--- config.mk ---
export PLATFORM = sky130hd
export DESIGN_NAME = mem_arbiter
export DESIGN_NICKNAME = d
export VERILOG_FILES = /design/src/rtl/mem_arbiter.sv
export SDC_FILE = /design/constraint.sdc
export NUM_CORES = 1
export LEC_CHECK = 0
export CORE_MARGIN = 4
export CORE_UTILIZATION = 30
export CTS_CLUSTER_DIAMETER = 80
export CTS_CLUSTER_SIZE = 16
export DETAILED_ROUTE_END_ITERATION = 10
export PLACE_DENSITY_LB_ADDON = 0.05
export SYNTH_ARGS = -nofsm -noshare
export SYNTH_HDL_FRONTEND = slang
export SYNTH_SLANG_ARGS = --single-unit
--- constraint.sdc ---
create_clock -name clk_i -period 3.3 [get_ports clk_i]
set_input_delay 0.66 -clock clk_i [delete_from_list [all_inputs] [get_ports clk_i]]
set_output_delay 0.66 -clock clk_i [all_outputs]
set_load 0.005 [all_outputs]
--- src/rtl/mem_arbiter.sv ---
// mem_arbiter: shares one synchronous single-port memory (1-cycle read
// latency) between an instruction-fetch port and a data port. The data port
// may issue scalar accesses or VECT_LEN-word vector bursts.
//
// Arbitration policy is selected at build time by the macro ARB_ROUND_ROBIN_EN:
//   undefined : fixed priority, data port over fetch port
//   defined   : on a tie the port not granted most recently wins (fetch first)
//
// Ports
//   clk_i, rst_i            clock (rising edge), async active-low reset
//   if_req_i/if_addr_i      fetch request and address
//   if_gnt_o                fetch grant (combinational, issue cycle)
//   if_rvalid_o/if_rdata_o  fetch read data, one cycle after grant
//   dm_req_i/dm_we_i/dm_vec_i/dm_addr_i/dm_wdata_i
//                           data request; lane k of dm_wdata_i is beat k
//   dm_gnt_o                data grant (scalar: issue cycle, vector: last beat)
//   dm_rvalid_o/dm_rdata_o  data read response; lane 0 in the low bits
//   mem_en_o/mem_we_o/mem_addr_o/mem_wdata_o/mem_rdata_i
//                           memory side
//   stall_o                 a requester is waiting this cycle
module mem_arbiter #(
    parameter int unsigned ADDR_W   = 16,
    parameter int unsigned DATA_W   = 16,
    parameter int unsigned VECT_LEN = 4
) (
    input  logic                         clk_i,
    input  logic                         rst_i,
    input  logic                         if_req_i,
    input  logic [ADDR_W-1:0]            if_addr_i,
    output logic                         if_gnt_o,
    output logic                         if_rvalid_o,
    output logic [DATA_W-1:0]            if_rdata_o,
    input  logic                         dm_req_i,
    input  logic                         dm_we_i,
    input  logic                         dm_vec_i,
    input  logic [ADDR_W-1:0]            dm_addr_i,
    input  logic [DATA_W*VECT_LEN-1:0]   dm_wdata_i,
    output logic                         dm_gnt_o,
    output logic                         dm_rvalid_o,
    output logic [DATA_W*VECT_LEN-1:0]   dm_rdata_o,
    output logic                         mem_en_o,
    output logic                         mem_we_o,
    output logic [ADDR_W-1:0]            mem_addr_o,
    output logic [DATA_W-1:0]            mem_wdata_o,
    input  logic [DATA_W-1:0]            mem_rdata_i,
    output logic                         stall_o
);

    localparam int unsigned CNT_W = (VECT_LEN > 1) ? $clog2(VECT_LEN) : 1;
    localparam int unsigned VEC_W = DATA_W * VECT_LEN;
    localparam logic [CNT_W-1:0] LAST_BEAT = CNT_W'(VECT_LEN - 1);

    typedef enum logic {
        IDLE = 1'b0,
        VEC  = 1'b1
    } state_t;

    state_t             state_q, state_d;
    logic [CNT_W-1:0]   cnt_q, cnt_d;
    logic               last_beat_c;

    // Burst parameters captured on VEC entry
    logic               vec_load_c;
    logic [ADDR_W-1:0]  vec_addr_q;
    logic               vec_we_q;
    logic [VEC_W-1:0]   vec_wdata_q;

    // Read-response tracking, one cycle behind issue
    logic               if_rv_q, if_rv_d;
    logic               dm_sc_rv_q, dm_sc_rv_d;
    logic               vec_done_q, vec_done_d;
    logic               beat_rd_q, beat_rd_d;
    logic [CNT_W-1:0]   beat_lane_q, beat_lane_d;
    logic [DATA_W-1:0]  lane_q [VECT_LEN];
    logic [VEC_W-1:0]   vec_rdata_c;

    logic               dm_win_c, if_win_c;

    // Arbitration among requests present this cycle
`ifdef ARB_ROUND_ROBIN_EN
    logic last_dm_q;    // 1: data port was granted most recently

    assign dm_win_c = (dm_req_i && if_req_i) ? ~last_dm_q : dm_req_i;
    assign if_win_c = if_req_i & ~dm_win_c;

    always_ff @(posedge clk_i or negedge rst_i) begin
        if (!rst_i) begin
            last_dm_q <= 1'b1;
        end else if (if_gnt_o) begin
            last_dm_q <= 1'b0;
        end else if (dm_gnt_o) begin
            last_dm_q <= 1'b1;
        end
    end
`else
    assign dm_win_c = dm_req_i;
    assign if_win_c = if_req_i & ~dm_req_i;
`endif

    // Next-state, memory issue and grant decode; everything idles in reset
    always_comb begin
        state_d     = state_q;
        cnt_d       = cnt_q;
        vec_load_c  = 1'b0;
        if_gnt_o    = 1'b0;
        dm_gnt_o    = 1'b0;
        mem_en_o    = 1'b0;
        mem_we_o    = 1'b0;
        mem_addr_o  = '0;
        mem_wdata_o = '0;
        if_rv_d     = 1'b0;
        dm_sc_rv_d  = 1'b0;
        vec_done_d  = 1'b0;
        beat_rd_d   = 1'b0;
        beat_lane_d = cnt_q;
        last_beat_c = (cnt_q == LAST_BEAT);

        if (rst_i) begin
            unique case (state_q)
                IDLE: begin
                    if (dm_win_c) begin
                        mem_en_o    = 1'b1;
                        mem_we_o    = dm_we_i;
                        mem_addr_o  = dm_addr_i;
                        mem_wdata_o = dm_wdata_i[DATA_W-1:0];
                        if (dm_vec_i) begin
                            // Beat 0 goes out from IDLE; remaining beats from VEC
                            beat_rd_d = ~dm_we_i;
                            if (last_beat_c) begin
                                dm_gnt_o   = 1'b1;
                                vec_done_d = ~dm_we_i;
                            end else begin
                                vec_load_c = 1'b1;
                                state_d    = VEC;
                                cnt_d      = cnt_q + CNT_W'(1);
                            end
                        end else begin
                            dm_gnt_o   = 1'b1;
                            dm_sc_rv_d = ~dm_we_i;
                        end
                    end else if (if_win_c) begin
                        mem_en_o    = 1'b1;
                        mem_addr_o  = if_addr_i;
                        mem_wdata_o = dm_wdata_i[DATA_W-1:0];
                        if_gnt_o    = 1'b1;
                        if_rv_d     = 1'b1;
                    end
                end
                VEC: begin
                    mem_en_o    = 1'b1;
                    mem_we_o    = vec_we_q;
                    mem_addr_o  = vec_addr_q + ADDR_W'(cnt_q);
                    mem_wdata_o = vec_wdata_q[cnt_q*DATA_W +: DATA_W];
                    beat_rd_d   = ~vec_we_q;
                    if (last_beat_c) begin
                        dm_gnt_o   = 1'b1;
                        vec_done_d = ~vec_we_q;
                        state_d    = IDLE;
                        cnt_d      = '0;
                    end else begin
                        cnt_d = cnt_q + CNT_W'(1);
                    end
                end
                default: begin
                    state_d = IDLE;
                    cnt_d   = '0;
                end
            endcase
        end
    end

    // State, beat counter and response flags
    always_ff @(posedge clk_i or negedge rst_i) begin
        if (!rst_i) begin
            state_q     <= IDLE;
            cnt_q       <= '0;
            if_rv_q     <= 1'b0;
            dm_sc_rv_q  <= 1'b0;
            vec_done_q  <= 1'b0;
            beat_rd_q   <= 1'b0;
            beat_lane_q <= '0;
        end else begin
            state_q     <= state_d;
            cnt_q       <= cnt_d;
            if_rv_q     <= if_rv_d;
            dm_sc_rv_q  <= dm_sc_rv_d;
            vec_done_q  <= vec_done_d;
            beat_rd_q   <= beat_rd_d;
            beat_lane_q <= beat_lane_d;
        end
    end

    // Burst capture so a requester dropping req mid-burst cannot disturb it
    always_ff @(posedge clk_i or negedge rst_i) begin
        if (!rst_i) begin
            vec_addr_q  <= '0;
            vec_we_q    <= 1'b0;
            vec_wdata_q <= '0;
        end else if (vec_load_c) begin
            vec_addr_q  <= dm_addr_i;
            vec_we_q    <= dm_we_i;
            vec_wdata_q <= dm_wdata_i;
        end
    end

    // Lane collector: read data returns the cycle after each beat
    always_ff @(posedge clk_i or negedge rst_i) begin
        if (!rst_i) begin
            for (int unsigned k = 0; k < VECT_LEN; k++) begin
                lane_q[k] <= '0;
            end
        end else if (beat_rd_q) begin
            lane_q[beat_lane_q] <= mem_rdata_i;
        end
    end

    // The final lane is still on mem_rdata_i when the burst response fires
    always_comb begin
        vec_rdata_c = '0;
        for (int unsigned k = 0; k < VECT_LEN; k++) begin
            if (k == VECT_LEN - 1) begin
                vec_rdata_c[k*DATA_W +: DATA_W] = mem_rdata_i;
            end else begin
                vec_rdata_c[k*DATA_W +: DATA_W] = lane_q[k];
            end
        end
    end

    assign if_rvalid_o = if_rv_q;
    assign if_rdata_o  = if_rv_q ? mem_rdata_i : '0;
    assign dm_rvalid_o = dm_sc_rv_q | vec_done_q;
    assign dm_rdata_o  = vec_done_q ? vec_rdata_c :
                         dm_sc_rv_q ? VEC_W'(mem_rdata_i) : '0;
    assign stall_o     = rst_i & ((if_req_i & ~if_gnt_o) | (dm_req_i & ~dm_gnt_o));

endmodule
After elaboration in Yosys (flattened, before gate mapping):

Cells that the tools add are included.

* output and inout port bits: 119
* input port bits: 118
* bits in registers: 154
* word-level logic and storage cells: 92

* magnitude comparators: 2
* bitwise gates (word level): 13
* eq/ne operators: 4
* reduce and logical (&&, ||, !) cells: 2
* muxes and demuxes: 54
* shift-type cells: 1
* add/subtract/negate cells: 2

Operator list (number)
* 16-bit 2-to-1 mux: 9
* 64-bit bitwise mux: 1
* 64-bit 2-to-1 mux: 1
* 16-bit case mux with 2 select lines: 2
* 64-bit by 7-bit variable part select with 16-bit output: 1
* 16-bit demux with 2-bit select: 1
* 1-bit 2-to-1 mux: 29
* 16-bit by 2-bit adder with 16-bit output: 1
* 1-bit case mux with 2 select lines: 6
* 2-bit 2-to-1 mux: 4
* 2-bit != test, second input constant: 3
* 1-bit inverter: 6
* 1-bit AND: 4
* 2-bit case mux with 2 select lines: 1
* 4-bit AND reduction: 1
* 3-bit greater-or-equal comparator, second input constant: 1
* 3-bit by 1-bit less-than comparator with 1-bit output, second input constant: 1
* 2-bit inverter with 3-bit output: 1
* 2-bit by 1-bit adder with 2-bit output, second input constant: 1
* 2-bit equality test, second input constant: 1
* 1-bit OR: 2
* 1-bit logical AND: 1

Longest topological paths before layout:

Gate-level depths: netlist (run 1).

* depth after elaboration: 10
* gate-level depth with buffers: 6
* gate-level depth less buffers: 6

Worst setup path before layout (run 1):

No wires, ideal clock.

* path type: input -> output
* from: input port dm_req_i
* to: output port mem_wdata_o[10]
* data required time: 2.640 ns
* data arrival time: 1.635 ns
* path buffers: 2
* stages on the path: 4
* slack: 1.005 ns
* cells stage by stage: buf_2 o31ai_2 clkbuf_1 nor2_1

* cells in the longest elaborated chain, start to end: 6

RTL lines
* from (decl): line 33 `input logic dm_req_i,`
* 1-bit inverter: line 97 `assign if_win_c = if_req_i & ~dm_req_i;`
* 1-bit AND: line 97
* 16-bit 2-to-1 mux: line 141 `end else if (if_win_c) begin`
* 16-bit 2-to-1 mux (*): line 121 `if (dm_win_c) begin`
* 16-bit case mux with 2 select lines (*): line 119 `unique case (state_q)`
* 16-bit 2-to-1 mux (*): line 118 `if (rst_i) begin`
* to (decl): line 44 `output logic [DATA_W-1:0] mem_wdata_o,`

Mark *: on every way between the ends. The rest lies on a longest branch, timed or not.

Worst setup path in the final report (run 1):

* from: register vec_addr_q[1]
* to: output port mem_addr_o[15]

* cells in the longest elaborated chain, start to end: 3

RTL lines
* from (decl): line 64 `logic [ADDR_W-1:0] vec_addr_q;`
* from (signal assigned): line 200 `vec_addr_q <= dm_addr_i;`
* 16-bit by 2-bit adder with 16-bit output: line 152 `mem_addr_o = vec_addr_q + ADDR_W'(cnt_q);`
* 16-bit case mux with 2 select lines: line 119
* 16-bit 2-to-1 mux: line 118
* to (decl): line 43 `output logic [ADDR_W-1:0] mem_addr_o,`

Every way passes these cells.

==> summary.txt, run 1 <==
Status
  – Status: complete, no violations

Synthesis
  – Seq/Total Area, Yosys: 48.28%
  – Asr flop ratio synth: 100.0%
  – Synthesis warning total: 0
  – Net Count, Synth: 707
  – Syn avg cell area: 12.23 sq um
  – Number of synthesized flops with an enable pin: 0
  – Synth Flop Type: dfrtp_1
  – Post-Syn Area: 7153 sq um
  – Cell variety after synth: 48
  – Syn Inst Count: 585
  – #FFs+latches synth: 138

GRT
  – GR peak layer: met2
  – Met1 GRT Util: 19.91%
  – Met2 Resource Use GR: 24.93%
  – GRT Resource Usage Total: 15.31%
  – Pin count of the biggest net entering global routing: 70
  – First-pass GRT wire length: 31790 um
  – Antenna violations before repair: 1
  – M3 GR Usage: 4.404%
  – Vias in the first global route: 5797
  – Total gr overflow: 0

Critical path
  – CP arrival: 2.52 ns
  – Startpoint types: register
  – Largest stage delay on the critical path: 0.53 ns
  – Crit path cell chain: ha_1, a21o_1, nand4_1, or3_1, a31oi_2, clkdlybuf4s50_1
  – WP buf/inv: 1
  – Crit end category: output pin
  – CP max-delay cell: clkdlybuf4s50_1
  – Crit path required time: 2.64 ns
  – Setup Crit Path Kind: reg -> out
  – Critical path peak fanout: 4
  – CP top delay family: buffers and inverters

Placed design
  – Setup WS pre-CTS: 0.2264 ns
  – IO Port Bufs: 236
  – Routability cong.: 0.8039
  – Dpl hpwl: 14820 um

Clock network
  – CTS tree: built
  – CTS max path bufs: 2
  – CTS Buf Count: 17
  – Root Driver: clkbuf_16
  – Hold-fix buffers, CTS: 0
  – Clk_lat worst skew: 0.41 ns
  – Clock Sinks: 138
  – H-tree depth: 4
  – Reg clk slew, reported paths: 0.06 ns

Timing
  – Unrepaired setup endpoints after global routing: yes
  – Setup ws final: 0.1222 ns
  – Worst-Margin Slew: 0.9806 ns
  – Fin crit share: 96.30%
  – Slew headroom: 34.43%
  – Max Fclk: 314.7 MHz
  – Slew Limit Fails: 0
  – Final Hold Viols: 0
  – Fin crit period: 3.178 ns
  – Setup Skew: 0.01059 ns
  – Final setup viols: 0

Min path
  – HP Class: in -> async

Final layout
  – Nets@finish: 945
  – N_diodes: 0
  – Share of post-route cells with drive strength above 1: 16.31%
  – Area Overhead vs Synth: 47.94%
  – Commonest non-fill, non-tap cells in the layout: clkdlybuf4s50_1 (235), dfrtp_1 (136), mux2_1 (80)
  – Commonest non-fill, non-tap cell in the layout: clkdlybuf4s50_1

Power
  – Flop pwr share: 37.6%
  – Psw: 2.423 mW
  – Pint: 5.692 mW
  – IR Drop Worst-Case VDD: 0.3596 mV
  – Sw Ratio: 29.86%
  – Combinational Power Share: 36.7%
  – Total power: 8.115 mW
  – Clock power share: 25.7%
  – Leakage power: 4.275 nW
  – PD cells: 766.8 nW/um^2

Die
  – Initial Utilization: 30.47%
  – # rows: 56
  – Die area: 26380 sq um
  – Chip Height: 162.4 um
  – Die width: 162.4 um
  – CORE AREA: 23470 sq um
  – # IOs: 237

Route
  – Vias/cell: 4.718
  – Wire per inst: 17.55 um
  – DRC viols: 0
  – Final WL: 20240 um
  – 1st-pass router iterations: 4
  – Via count: 5440
  – DRT antenna net count: 0
  – Starting DRT DRC Count: 263

Job
  – Max Cap Viol: 0
==> path summary, 6_finish.rpt <==
| kind | slack, ns | cells after the start | startpoint | end |
|---|---|---|---|---|
| setup / recovery | 0.12 | 6 | vec_addr_q[1] | mem_addr_o[15] |
| hold / removal | 0.08 | 1 | rst_i | vec_addr_q[15] |
| setup reg to reg | 1.07 | 5 | beat_lane_d[0] | vec_wdata_q[22] |
| hold reg to reg | 0.48 | 1 | vec_wdata_q[41] | vec_wdata_q[41] |
| max in group asynchronous | 1.82 | 3 | rst_i | lane_q[29] |
| min in group clk_i | 0.48 | 1 | vec_wdata_q[41] | vec_wdata_q[41] |
==> kinds of logic after synthesis <==
| family | count (synthesis) | share of synthesized area [%] |
|---|---|---|
| simple gates | 167 | 12.54 |
| buf+inv | 44 | 3.918 |
| mux | 163 | 27.88 |
| flops | 138 | 48.28 |
| xor+xnor | 11 | 1.347 |
| fa+ha+maj | 4 | 0.8047 |
| compound gates | 58 | 5.230 |
==> cell type report <==
class	instances	area [sq um]
clock inverters	13	215.2
flip-flops and latches	138	3456
fillers	2221	12890
well taps	319	399.1
clock buffers	17	425.4
multi-input cells	403	3491
inverters	3	11.26
repair buffers	260	2585
==> stage by stage <==
| step | utilization [%] | hold slack [ns] | TNS, ns | cell area [sq um] | std cells |
|---|---|---|---|---|---|
| 3_3_place_gp | 42.03 | 0.4636 | 0 | 9864 | 1121 |
| 3_5_place_dp | 42.03 | 0.4716 | 0 | 9864 | 1121 |
| 5_1_grt | 45.09 | 0.05988 | -0.01260 | 10580 | 1153 |
| 6_report | 45.09 | 0.07666 | 0 | 10580 | 1153 |
| 4_1_cts | 44.83 | 0.05464 | 0 | 10520 | 1151 |
| 2_1_floorplan | - | 0.3644 | 0 | 7153 | 585 |
==> timing repair <==
| item | 4_1_cts | 5_1_grt |
|---|---|---|
| buffers inserted | 0 | 2 |
| gates resized for setup | 3 | 9 |
| pin swaps | 0 | 1 |
| setup endpoints to repair | 2 | 9 |
| endpoints found under the hold margin | 0 | 0 |
==> cell usage after synthesis, types with 2 or more instances <==
master / number / area, sq um
buf_2: 11 / 55.05
ha_1: 3 / 37.54
a22oi_1: 9 / 67.56
nor4_1: 2 / 12.51
xor2_1: 5 / 43.79
and4_1: 2 / 17.52
a21oi_1: 5 / 25.02
and3b_1: 2 / 17.52
nand4_1: 6 / 37.54
xnor2_1: 6 / 52.55
mux2_2: 50 / 563.0
nand3_1: 8 / 40.04
mux2i_1: 17 / 170.2
nor3b_2: 2 / 25.02
a211oi_1: 3 / 22.52
dfrtp_1: 138 / 3453
buf_8: 8 / 120.1
and2_1: 65 / 406.6
clkbuf_1: 19 / 71.32
nor2_1: 22 / 82.58
mux2_1: 80 / 900.9
o21ai_0: 27 / 135.1
nor2b_1: 3 / 18.77
nand2_1: 41 / 153.9
a221oi_1: 5 / 43.79
a31oi_1: 2 / 12.51
nand3b_1: 2 / 15.01
inv_1: 2 / 7.510
mux4_2: 16 / 360.4
nor3_1: 6 / 30.03
==> state kept, by name (all words and copies together) (netlist names) <==
signal,flops
vec_done_q,1
if_rvalid_o,1
beat_lane_d,2
vec_we_q,1
beat_rd_q,1
vec_addr_q,16
lane_q,48
state_q,1
vec_wdata_q,64
beat_lane_q,2
dm_sc_rv_q,1
==> layer usage <==
metal  routed length, um  part of all wire, %
met3                1384                  6.8
met1                8865                   44
met2                9643                   48
met4                 328                  1.6
met5                  18                0.089
==> power groups by stage <==
stage	clock network (mW)	registers [mW]	logic, mW
6_report	2.09	3.05	2.98
5_1_grt	2.23	3.17	3.29
4_1_cts	2.16	3.04	3.00
3_5_place_dp	0	3.07	2.98
3_3_place_gp	0	3.03	2.92
2_1_floorplan	0	2.86	1.91
Note: power is estimated with default switching activity, not from simulation.
==> run 2: changes to the inputs <==
Settings changed: CORE_UTILIZATION 30 to 27.
==> summary.txt, run 2 (synthesis gave the netlist of run 1 again) <==
Route
  – Final WL: 20590 um (was 20240 um)
  – Vias/cell: 4.668 (was 4.718)
  – DRC viols: 0 (unchanged)
  – Wire per inst: 17.64 um (was 17.55 um)
  – Via count: 5448 (was 5440)
  – 1st-pass router iterations: 4 (unchanged)
  – DRT antenna net count: 0 (unchanged)
  – Starting DRT DRC Count: 176 (was 263)

Timing
  – Fin crit share: 98.73% (was 96.30%)
  – Worst Hold Margin: 0.08868 ns (was 0.07666 ns)
  – Final setup viols: 0 (unchanged)
  – Unrepaired setup endpoints after global routing: yes (unchanged)
  – Worst-Margin Slew: 1.037 ns (was 0.9806 ns)
  – Slew Limit Fails: 0 (unchanged)
  – Setup_tns: 0 ns (unchanged)
  – Final Hold Viols: 0 (unchanged)
  – Max Fclk: 306.9 MHz (was 314.7 MHz)
  – Setup Skew: 0.008572 ns (was 0.01059 ns)
  – Slew headroom: 30.64% (was 34.43%)
  – Fin crit period: 3.258 ns (was 3.178 ns)

Die
  – # rows: 59 (was 56)
  – # IOs: 237 (unchanged)
  – CORE AREA: 26060 sq um (was 23470 sq um)
  – Initial Utilization: 27.45% (was 30.47%)
  – Die area: 29160 sq um (was 26380 sq um)
  – Chip Height: 170.8 um (was 162.4 um)
  – Die width: 170.8 um (was 162.4 um)

Final layout
  – Commonest non-fill, non-tap cell in the layout: clkdlybuf4s50_1 (unchanged)
  – Share of post-route cells with drive strength above 1: 15.50% (was 16.31%)
  – N_diodes: 0 (unchanged)
  – Max reg flops: 64 (unchanged)
  – Top flop regs: vec_wdata_q x64, lane_q x48, vec_addr_q x16 (unchanged)
  – # fillers: 2514 (was 2221)
  – Area Overhead vs Synth: 46.76% (was 47.94%)
  – Largest Register: vec_wdata_q (unchanged)
  – Fin cells: 1167 (was 1153)
  – Nets@finish: 942 (was 945)
  – Commonest non-fill, non-tap cells in the layout: clkdlybuf4s50_1 (235), dfrtp_1 (136), mux2_1 (80) (unchanged)

Clock network
  – H-tree depth: 4 (unchanged)
  – Root Driver: clkbuf_16 (unchanged)
  – Reg clk slew, reported paths: 0.06 ns (about the same)
  – CTS max path bufs: 2 (unchanged)
  – CTS Buf Count: 17 (unchanged)
  – Clock Sinks: 138 (unchanged)
  – Clk_lat worst skew: 0.41 ns (about the same)
  – CTS tree: built (unchanged)

Placed design
  – Dpl hpwl: 14740 um (was 14820 um)
  – IO Port Bufs: 236 (unchanged)
  – Routability cong.: 0.7417 (was 0.8039)
  – Placed cell count: 1136 (was 1121)

GRT
  – Pin count of the biggest net entering global routing: 68 (was 70)
  – Vias in the first global route: 5649 (was 5797)
  – First-pass GRT wire length: 32290 um (was 31790 um)
  – Total gr overflow: 0 (unchanged)
  – GRT Resource Usage Total: 14.15% (was 15.31%)
  – Antenna violations before repair: 0 (was 1)

Power
  – Psw: 2.399 mW (was 2.423 mW)
  – IR Drop Worst-Case VDD: 0.2808 mV (was 0.3596 mV)
  – Flop pwr share: 38.7% (was 37.6%)
  – Combinational Power Share: 36.8% (was 36.7%)
  – Total power: 7.914 mW (was 8.115 mW)
  – Sw Ratio: 30.31% (was 29.86%)
  – Pint: 5.515 mW (was 5.692 mW)
  – Leakage power: 4.208 nW (was 4.275 nW)
  – Clock power share: 24.5% (was 25.7%)
  – PD cells: 753.9 nW/um^2 (was 766.8 nW/um^2)

Job
  – Max Cap Viol: 0 (unchanged)

Min path
  – HP Class: in -> async (unchanged)

Status
  – Status: complete, no violations (unchanged)

Critical path
  – Startpoint types: register (unchanged)
  – Setup Crit Path Kind: reg -> out (unchanged)
  – CP arrival: 2.60 ns (was 2.52 ns)
  – Crit path required time: 2.64 ns (about the same)
  – Crit end category: output pin (unchanged)
  – Critical path peak fanout: 5 (was 4)
## run 2: metal layers
| layer | up-vias | track usage (%) | wire (um) |
|---|---|---|---|
| met4 | 0 | 3.125 | 170 |
| li1 | 2551 | - | - |
| met2 | 157 | 23.01 | 9785 |
| met5 | - | 0 | 0 |
| met1 | 2725 | 18.67 | 9200 |
| met3 | 15 | 4.344 | 1436 |
## run 2: final timing paths
check,from,end,slack (ns),cells after the start
max in group asynchronous,rst_i,vec_wdata_q[32],2.05,2
max,vec_addr_q[1],mem_addr_o[15],0.04,6
min in group clk_i,vec_wdata_q[37],vec_wdata_q[37],0.48,1
min reg2reg,vec_wdata_q[37],vec_wdata_q[37],0.48,1
min,rst_i,vec_addr_q[7],0.09,1
max reg2reg,beat_lane_d[0],vec_addr_q[6],1.09,5
## run 2: through the flow
step                      util [%]  setup slack (ns)  cell area [sq um]
after floorplan                  -             1.005               7153
after global placement       37.95            0.2145               9889
after detailed placement     37.95            0.1582               9889
after CTS                    40.24          0.008848              10490
after global routing         40.28          -0.09630              10500
final                        40.28           0.04178              10500
## run 2: area by class of cell
cell class,instances,area (sq um),share of cell area [%]
clock inverter,12,150.1,1.430
inverter,3,11.26,0.1073
tap,335,419.2,3.993
multi-input combinational,403,3447,32.84
clock buffer,19,442.9,4.219
timing repair buffer,257,2571,24.49
sequential,138,3456,32.92
## run 2: power groups by stage
stage          clock network (mW)  registers (mW)  logic [mW]
6_report                     1.94            3.06        2.91
4_1_cts                      2.01            3.07        2.98
3_5_place_dp                    0            3.10        2.97
2_1_floorplan                   0            2.86        1.91
3_3_place_gp                    0            3.06        2.93
5_1_grt                      2.10            3.19        3.21
## run 2: critical path, stage by stage, from the launching register on
cell             delay [ns]
dfrtp_1                0.41
ha_1                   0.30
a21o_1                 0.23
nand4_1                0.14
or3_1                  0.40
a31oi_1                0.19
clkdlybuf4s50_1        0.52
## run 2: what timing repair did
item                                    CTS  global route
pin swaps                                 0             1
hold buffers                              0             0
setup buffers                             0             0
gates resized for setup                   1             2
endpoints found under the setup margin    2             7
